### src/rtl/alu_result_logger.sv
// Captures ALU results {s, cout, f} into a FIFO for a downstream reader.
// Optional macro ALU_LOG_TIMESTAMP_EN stores a 16-bit cycle stamp with each entry (rd_ts).
module alu_result_logger #(
  parameter int unsigned DEPTH       = 8,
  parameter bit          CHANGE_ONLY = 1'b1,
  parameter int unsigned OVF_W       = 8
) (
  input  logic                     clock,
  input  logic                     reset,
  input  logic [7:0]               f,
  input  logic                     cout,
  input  logic [1:0]               s,
  input  logic                     cap_en,
  input  logic                     clr,
  input  logic                     rd_en,
  output logic [10:0]              rd_data,
  output logic                     rd_valid,
  output logic                     empty,
  output logic                     full,
  output logic [$clog2(DEPTH):0]   count,
  output logic [OVF_W-1:0]         ovf_cnt
`ifdef ALU_LOG_TIMESTAMP_EN
  ,
  output logic [15:0]              rd_ts
`endif
);

  localparam int unsigned AW = $clog2(DEPTH);
`ifdef ALU_LOG_TIMESTAMP_EN
  localparam int unsigned EW = 27;
`else
  localparam int unsigned EW = 11;
`endif

  logic [EW-1:0] r_mem [DEPTH];
  logic [AW-1:0] r_wptr;
  logic [AW-1:0] r_rptr;
  logic [AW:0]   r_count;
  logic [10:0]   r_last;
  logic          r_last_vld;
  logic [10:0]   r_rd_data;
  logic          r_rd_valid;
  logic [OVF_W-1:0] r_ovf;

  logic [10:0]   w_sample;
  logic [EW-1:0] w_entry;
  logic          w_empty;
  logic          w_full;
  logic          w_cap_req;
  logic          w_rd_ok;
  logic          w_wr_ok;
  logic          w_drop;

`ifdef ALU_LOG_TIMESTAMP_EN
  logic [15:0] r_ts_cnt;
  logic [15:0] r_rd_ts;

  always_ff @(posedge clock or negedge reset) begin
    if (!reset) r_ts_cnt <= '0;
    else        r_ts_cnt <= r_ts_cnt + 16'd1;
  end

  assign w_entry = {r_ts_cnt, w_sample};
  assign rd_ts   = r_rd_ts;
`else
  assign w_entry = w_sample;
`endif

  assign w_sample = {s, cout, f};
  assign w_empty  = (r_count == '0);
  assign w_full   = (r_count == (AW+1)'(DEPTH));

  // A full FIFO being read this cycle frees the slot the write needs;
  // an empty FIFO has nothing to read, so the write never bypasses to rd_data.
  always_comb begin
    w_cap_req = cap_en && (!CHANGE_ONLY || !r_last_vld || (w_sample != r_last));
    w_rd_ok   = rd_en && !w_empty;
    w_wr_ok   = w_cap_req && (!w_full || w_rd_ok);
    w_drop    = w_cap_req && w_full && !w_rd_ok;
  end

  always_ff @(posedge clock) begin
    if (!clr && w_wr_ok) r_mem[r_wptr] <= w_entry;
  end

  always_ff @(posedge clock or negedge reset) begin
    if (!reset) begin
      r_wptr     <= '0;
      r_rptr     <= '0;
      r_count    <= '0;
      r_last     <= '0;
      r_last_vld <= 1'b0;
      r_rd_data  <= '0;
      r_rd_valid <= 1'b0;
      r_ovf      <= '0;
`ifdef ALU_LOG_TIMESTAMP_EN
      r_rd_ts    <= '0;
`endif
    end else if (clr) begin
      r_wptr     <= '0;
      r_rptr     <= '0;
      r_count    <= '0;
      r_last_vld <= 1'b0;
      r_rd_valid <= 1'b0;
      r_ovf      <= '0;
    end else begin
      r_rd_valid <= w_rd_ok;
      if (w_rd_ok) begin
        r_rd_data <= r_mem[r_rptr][10:0];
`ifdef ALU_LOG_TIMESTAMP_EN
        r_rd_ts   <= r_mem[r_rptr][26:11];
`endif
        r_rptr    <= r_rptr + 1'b1;
      end
      if (w_wr_ok) begin
        r_wptr     <= r_wptr + 1'b1;
        r_last     <= w_sample;
        r_last_vld <= 1'b1;
      end
      if (w_drop && (r_ovf != '1)) r_ovf <= r_ovf + 1'b1;
      case ({w_wr_ok, w_rd_ok})
        2'b10:   r_count <= r_count + 1'b1;
        2'b01:   r_count <= r_count - 1'b1;
        default: r_count <= r_count;
      endcase
    end
  end

  assign rd_data  = r_rd_data;
  assign rd_valid = r_rd_valid;
  assign empty    = w_empty;
  assign full     = w_full;
  assign count    = r_count;
  assign ovf_cnt  = r_ovf;

endmodule

### config.mk
export PLATFORM = sky130hd
export DESIGN_NAME = alu_result_logger
export DESIGN_NICKNAME = d
export VERILOG_FILES = /design/src/rtl/alu_result_logger.sv
export SDC_FILE = /design/constraint.sdc
export NUM_CORES = 1
export LEC_CHECK = 0
export ABC_CLOCK_PERIOD_IN_PS = 3300
export BUFFER_PORTS_ARGS = -buffer_cell sky130_fd_sc_hd__buf_2
export CORE_MARGIN = 2
export CORE_UTILIZATION = 52
export DETAILED_ROUTE_END_ITERATION = 6
export PLACE_DENSITY = 0.78
export SYNTH_ARGS = -nofsm -noshare
export SYNTH_HDL_FRONTEND = slang
export SYNTH_SLANG_ARGS = --single-unit
### constraint.sdc
create_clock -name clock -period 3.3 [get_ports clock]
set_clock_uncertainty 0.15 [all_clocks]
set_input_delay 0.165 -clock clock [delete_from_list [all_inputs] [get_ports clock]]
set_output_delay 0.165 -clock clock [all_outputs]
set_load 0.02 [all_outputs]
# Word-level counts from Yosys, hierarchy flattened
# Memory sizes are Yosys's and may differ from the RTL's. A register that Yosys moved wholly into a read port is not among the register bits.
# Cells that the tools add are included.
# word_totals
ff_bits	31
latchBits	0
mem_bits_rw	88
romBits	0
inputBits	16
output_inout_bits	26
word_cells	54
mem_count	1
# classes
n_addsub	5
mul	0
div	0
order_cmp	0
n_eq_ne	5
shifts	0
mux	13
n_bitwise	1
reduce_logical	22
# mem_list
memory	depth	word_bits	read_ports	rd_ports_with_merged_regs	wr	line	rtl
r_mem	8	11	1	1	1	35	logic [EW-1:0] r_mem [DEPTH];
# op_table
operator	n
$mux 8	2
$mux 3	4
$ne 11x11->1	1
$add 8x1->8 const B	1
$ne 8x8->1 const B	1
$pmux 4 s2	1
$logic_and 1x1->1	7
$add 3x1->3 const B	2
$logic_not 1->1	6
$reduce_bool 2->1	3
$mux 1	5
$add 4x1->4 const B	1
$eq 4x4->1 const B	1
$logic_not 4->1	1
$mux 4	1
$reduce_and 2->1	2
$sub 4x1->4 const B	1
$reduce_bool 3->1	1
$eq 2x1->1 const B	1
$eq 2x2->1 const B	1
$logic_or 1x1->1	2
$not 1->1	1

# Depth between registers and ports, before layout
# depth
ltp_word	8
depth_mapped	10
depth_no_buf	10

# Least setup slack after synthesis
# Ideal clock, no wire load.
# synth_timing
kind	flip-flop to flip-flop
start	reg r_count[0], in the netlist count[0]
end	mem r_mem[1][0] (enable)
setup_time_ns	0.408
arrival_ns	2.501
required_time_ns	2.742
setup_slack_ns	0.241
stages_incl_launch_ff	7
path_buffers	2
synth_period_minus_slack_ns	3.059
cell_sequence	dfrtp_1 nor3_1 and3b_1 buf_2 or3_1 clkbuf_1 nor4_1
# synth_via
elab_chain_len	8
elab_cells_between_ends	10
classes_between	eq/ne (1); mux (2); reduce/logical (7)
# synth_rtl
item	line	rtl
from (decl)	38	logic [AW:0] r_count;
from (signal assigned)	122	2'b10: r_count <= r_count + 1'b1;
from (signal assigned)	123	2'b01: r_count <= r_count - 1'b1;
from (signal assigned)	124	default: r_count <= r_count;
$logic_not 4->1	70	assign w_empty = (r_count == '0);
$logic_not 1->1	77	w_rd_ok = rd_en && !w_empty;
$logic_and 1x1->1	77	
$logic_or 1x1->1 *	78	w_wr_ok = w_cap_req && (!w_full || w_rd_ok);
$logic_and 1x1->1 *	78	
$logic_and 1x1->1 *	83	if (!clr && w_wr_ok) r_mem[r_wptr] <= w_entry;
$mux 1 *	83	
$mux 1 (not written as such) *	83	
to (decl)	35	
# Every way passes the cells marked *; elsewhere a longest branch is shown, timed or not.

# Worst setup path in the final report
# layout_timing
start	reg r_count[1], in the netlist count[1]
end	reg r_count[3], in the netlist count[3]
# layout_via
elab_chain_len	8
elab_cells_between_ends	14
classes_between	add/sub (2); eq/ne (3); mux (2); reduce/logical (7)
# layout_rtl
item	line	rtl
$logic_not 4->1	70	
$logic_not 1->1	77	
$logic_and 1x1->1	77	
$logic_or 1x1->1	78	
$logic_and 1x1->1	78	
$eq 2x1->1 or $eq 2x2->1 (tied branches)	121	case ({w_wr_ok, w_rd_ok})
$pmux 4 s2	121	
$mux 4	99	end else if (clr) begin
# Several ways; a longest one is shown, not always the timed one.
# A chain may end at the register's enable or synchronous reset.

==> impl_metrics.tcl <==
set metrics [dict create \
    cp-startpoint "count[1]" \
    ant_nets 0 \
    synth_xor_area_share_pct 3.272 \
    drc_errors 0 \
    drtIter0Drc 266 \
    clk_pin_slew_worst_paths_ps 60 \
    die_h_um 105.5 \
    power_frac_comb_pct 18.5 \
    synth-compound-area-share_pct 2.851 \
    vias_per_cell 5.582 \
    period_share_pct 87.68 \
    vias 3031 \
    outcome "finished clean" \
    drive_gt1_share_pct 28.75 \
    p_leak_uw 0.002438 \
    die_area_sq_mm 0.01112 \
    finalNonFillerCells 543 \
    power.share.clock_pct 39.5 \
    fin_crit_ps 2894 \
    regToRegEndpoint "count[3]" \
    clk_latency_ps 520 \
    htree_levels 4 \
    setup_viol 0 \
    relSlewSlack_pct 37.80 \
    diodes 0 \
    r2r_start "count[1]" \
    end_kind "flip-flop" \
    numCtsBuffers 17 \
    area_growth_pct 22.04 \
    avgSynthCellArea_sq_um 16.58 \
    criticalPathCategory "flip-flop to flip-flop" \
    io_buffers 41 \
    wl_per_cell_um 19.17 \
    synth_top_family_by_area "multiplexers" \
    slew_violations 0 \
    total_power_uw 4793 \
    ys_ff_latch 130 \
    dp_hpwl_mm 6.301 \
    critPathArrivalTime_ps 3140 \
    finalSetupTns_ps 0 \
    switching_share_pct 26.77 \
    grt_antenna_before_repair 0 \
    hold-path-endpoint "r_wptr[2]" \
    holdPathStages 5 \
    gp_congestion 0.7984 \
    netlist-cell-type-count 37 \
    synth_area_sq_mm 0.005354 \
    worstPathRequired_ps 3550 \
    syn-num-nets 345 \
    hp-start "cap_en" \
    rows 37 \
    drtPass1Iterations 4 \
    synth-adder-area-share_pct 1.542 \
    p_per_area_mw_per_mm2 733.5 \
    worstRegToRegCells 9 \
    grt_pass1_vias 3150 \
    ys_warn_count 0 \
    drv_cap 0 \
    cts_resized 0 \
    grt_first_pass_wirelength_mm 17.04 \
    p_int_uw 3510 \
    crit_path_start_kind "flip-flop" \
    ctsLongestPathBuffers 2 \
    ff2ff_setup_slack_ps 410 \
    cts_root_buf "clkbuf_8" \
    nets 416 \
    irDropWorstVdd_v 0.0003218 \
    worst_pin_slew_ps 933.0 \
    grtUsageTotal_pct 20.98 \
    tritoncts "yes" \
    synthMuxAreaShare_pct 14.79 \
    boundaryPins 42 \
    final_common_cell "edfxtp_1" \
    fmax_mhz 345.6 \
    syn_inst 323 \
    hold_viol_final 0 \
    cts_sinks 130 \
    p_seq_share_pct 42.0 \
    core-area_sq_mm 0.01014 \
    p_sw_uw 1283 \
    yosysSeqAreaShare_pct 68.99 \
    cp_max_fo 8 \
    placed_cells 496 \
    final_cell_mix "edfxtp_1 (88), dfrtp_1 (42), buf_2 (41)" \
    grt_start_max_net_pins 43 \
    n_fill_cell 723 \
    synth-simple-area-share_pct 7.034 \
    rsz0062_at_grt "false" \
    start_util_pct 52.81 \
    grt_overflow 0 \
    wl_mm 10.41 \
    die_w_um 105.5 \
    holdCritPathClass "input port to flip-flop" \
]
-- critical path: stages (launching register included) --
cell and delay, ps:
dfrtp_1 490, nor4_2 100, nor2b_1 470, and2_1 330
ha_1 280, a21o_1 180, a21oi_1 200, nor4_1 70
a21oi_1 160, mux2_1 340
-- cells in the mapped netlist --
| cell | instances | area share (%) |
|---|---|---|
| nand3_1 | 3 | 0.28 |
| mux2_1 | 10 | 2.1 |
| o31ai_4 | 1 | 0.40 |
| clkbuf_1 | 9 | 0.63 |
| inv_1 | 4 | 0.28 |
| xnor2_1 | 17 | 2.8 |
| mux2_2 | 3 | 0.63 |
| edfxtp_1 | 88 | 49 |
| buf_2 | 5 | 0.47 |
| and4_1 | 3 | 0.49 |
| nand2_1 | 18 | 1.3 |
| dfrtp_1 | 42 | 20 |
| or4_1 | 2 | 0.28 |
| and2_1 | 2 | 0.23 |
| o21ai_0 | 13 | 1.2 |
| nor4_1 | 7 | 0.82 |
| a21o_1 | 1 | 0.14 |
| nor3_2 | 1 | 0.19 |
| nor4_2 | 1 | 0.23 |
| nand4_1 | 3 | 0.35 |
| nor2b_1 | 3 | 0.35 |
| nor2_1 | 17 | 1.2 |
| and3b_1 | 1 | 0.16 |
| xor2_1 | 3 | 0.49 |
| mux2i_1 | 15 | 2.8 |
| and3_1 | 1 | 0.12 |
| nand2b_1 | 3 | 0.35 |
| o31ai_1 | 2 | 0.28 |
| nor2_2 | 1 | 0.12 |
| nor3_1 | 4 | 0.37 |
| mux4_2 | 22 | 9.3 |
| fa_1 | 1 | 0.37 |
| ha_1 | 5 | 1.2 |
| o21ai_2 | 1 | 0.16 |
| a21oi_1 | 7 | 0.65 |
| buf_1 | 2 | 0.14 |
| or3_1 | 2 | 0.23 |
-- power by group through the flow --
stage	Combinational, uW	Clock (uW)	Sequential [uW]
5_1_grt	975	2010	2030
4_1_cts	901	1920	2010
3_3_place_gp	845	0	2030
2_1_floorplan	527	0	2120
3_5_place_dp	869	0	2050
6_report	887	1890	2010
-- cell type report --
class	instances	area, sq um	share of cell area, %
clock inverters	14	187.7	2.872
well taps	136	170.2	2.604
repair buffers	68	445.4	6.817
multi-input cells	173	1604	24.55
clock buffers	18	417.9	6.396
inverters	4	15.01	0.2298
flip-flops and latches	130	3694	56.53
-- kinds of logic (layout without fill, tap and decap cells) --
family                   count (synthesis)  after routing
multiplexers                            50             50
AO/OA/AOI/OAI                           25             25
flip-flops                             130            130
AND/OR/NAND/NOR                         72             72
buffers and inverters                   20            104
XOR/XNOR                                20             20
adder cells (fa/ha/maj)                  6              6
-- state kept, by name, indices dropped and copies added, names as in the netlist --
register and cells:
r_mem 88, rd_valid 1, r_rptr 3, r_last 11, rd_data 11, r_wptr 3
ovf_cnt 8, r_last_vld 1, count 4
-- per-stage QoR --
stage | instance area [sq um] | hold slack, ps | setup WS, ps | util, %
after floorplan | 5354 | -280.6 | 241.4 | -
after global placement | 5778 | 211.2 | 573.6 | 56.99
after detailed placement | 5778 | 216.4 | 464.9 | 56.99
after CTS | 6534 | 100.3 | 366.9 | 64.45
after global routing | 6534 | 116.4 | 132.2 | 64.45
final | 6534 | 121.2 | 406.5 | 64.45
-- per-layer routing --
metal	global-route usage (%)	up-vias	wire length (um)
met5	0	-	0
met4	6.000	0	123
met3	6.617	12	446
met2	33.64	84	5424
met1	27.87	1551	4415
li1	-	1384	-
-- worst max-delay path by stage --
| stage | end | slack (ps) | depth (start not counted) |
|---|---|---|---|
| 2_1_floorplan | r_mem[1][0] | 240 | 6 |
| 4_1_cts | count[3] | 370 | 9 |
| 3_5_place_dp | count[3] | 460 | 9 |
| 5_1_grt | count[3] | 130 | 9 |
| 3_3_place_gp | count[3] | 570 | 9 |
| 6_report | count[3] | 410 | 9 |
-- timing repair --
item | CTS | global route
hold buffers | 15 | 0
setup buffers | 0 | 0
endpoints found under the hold margin | 158 | 0
(Power assumes the default switching activity.)
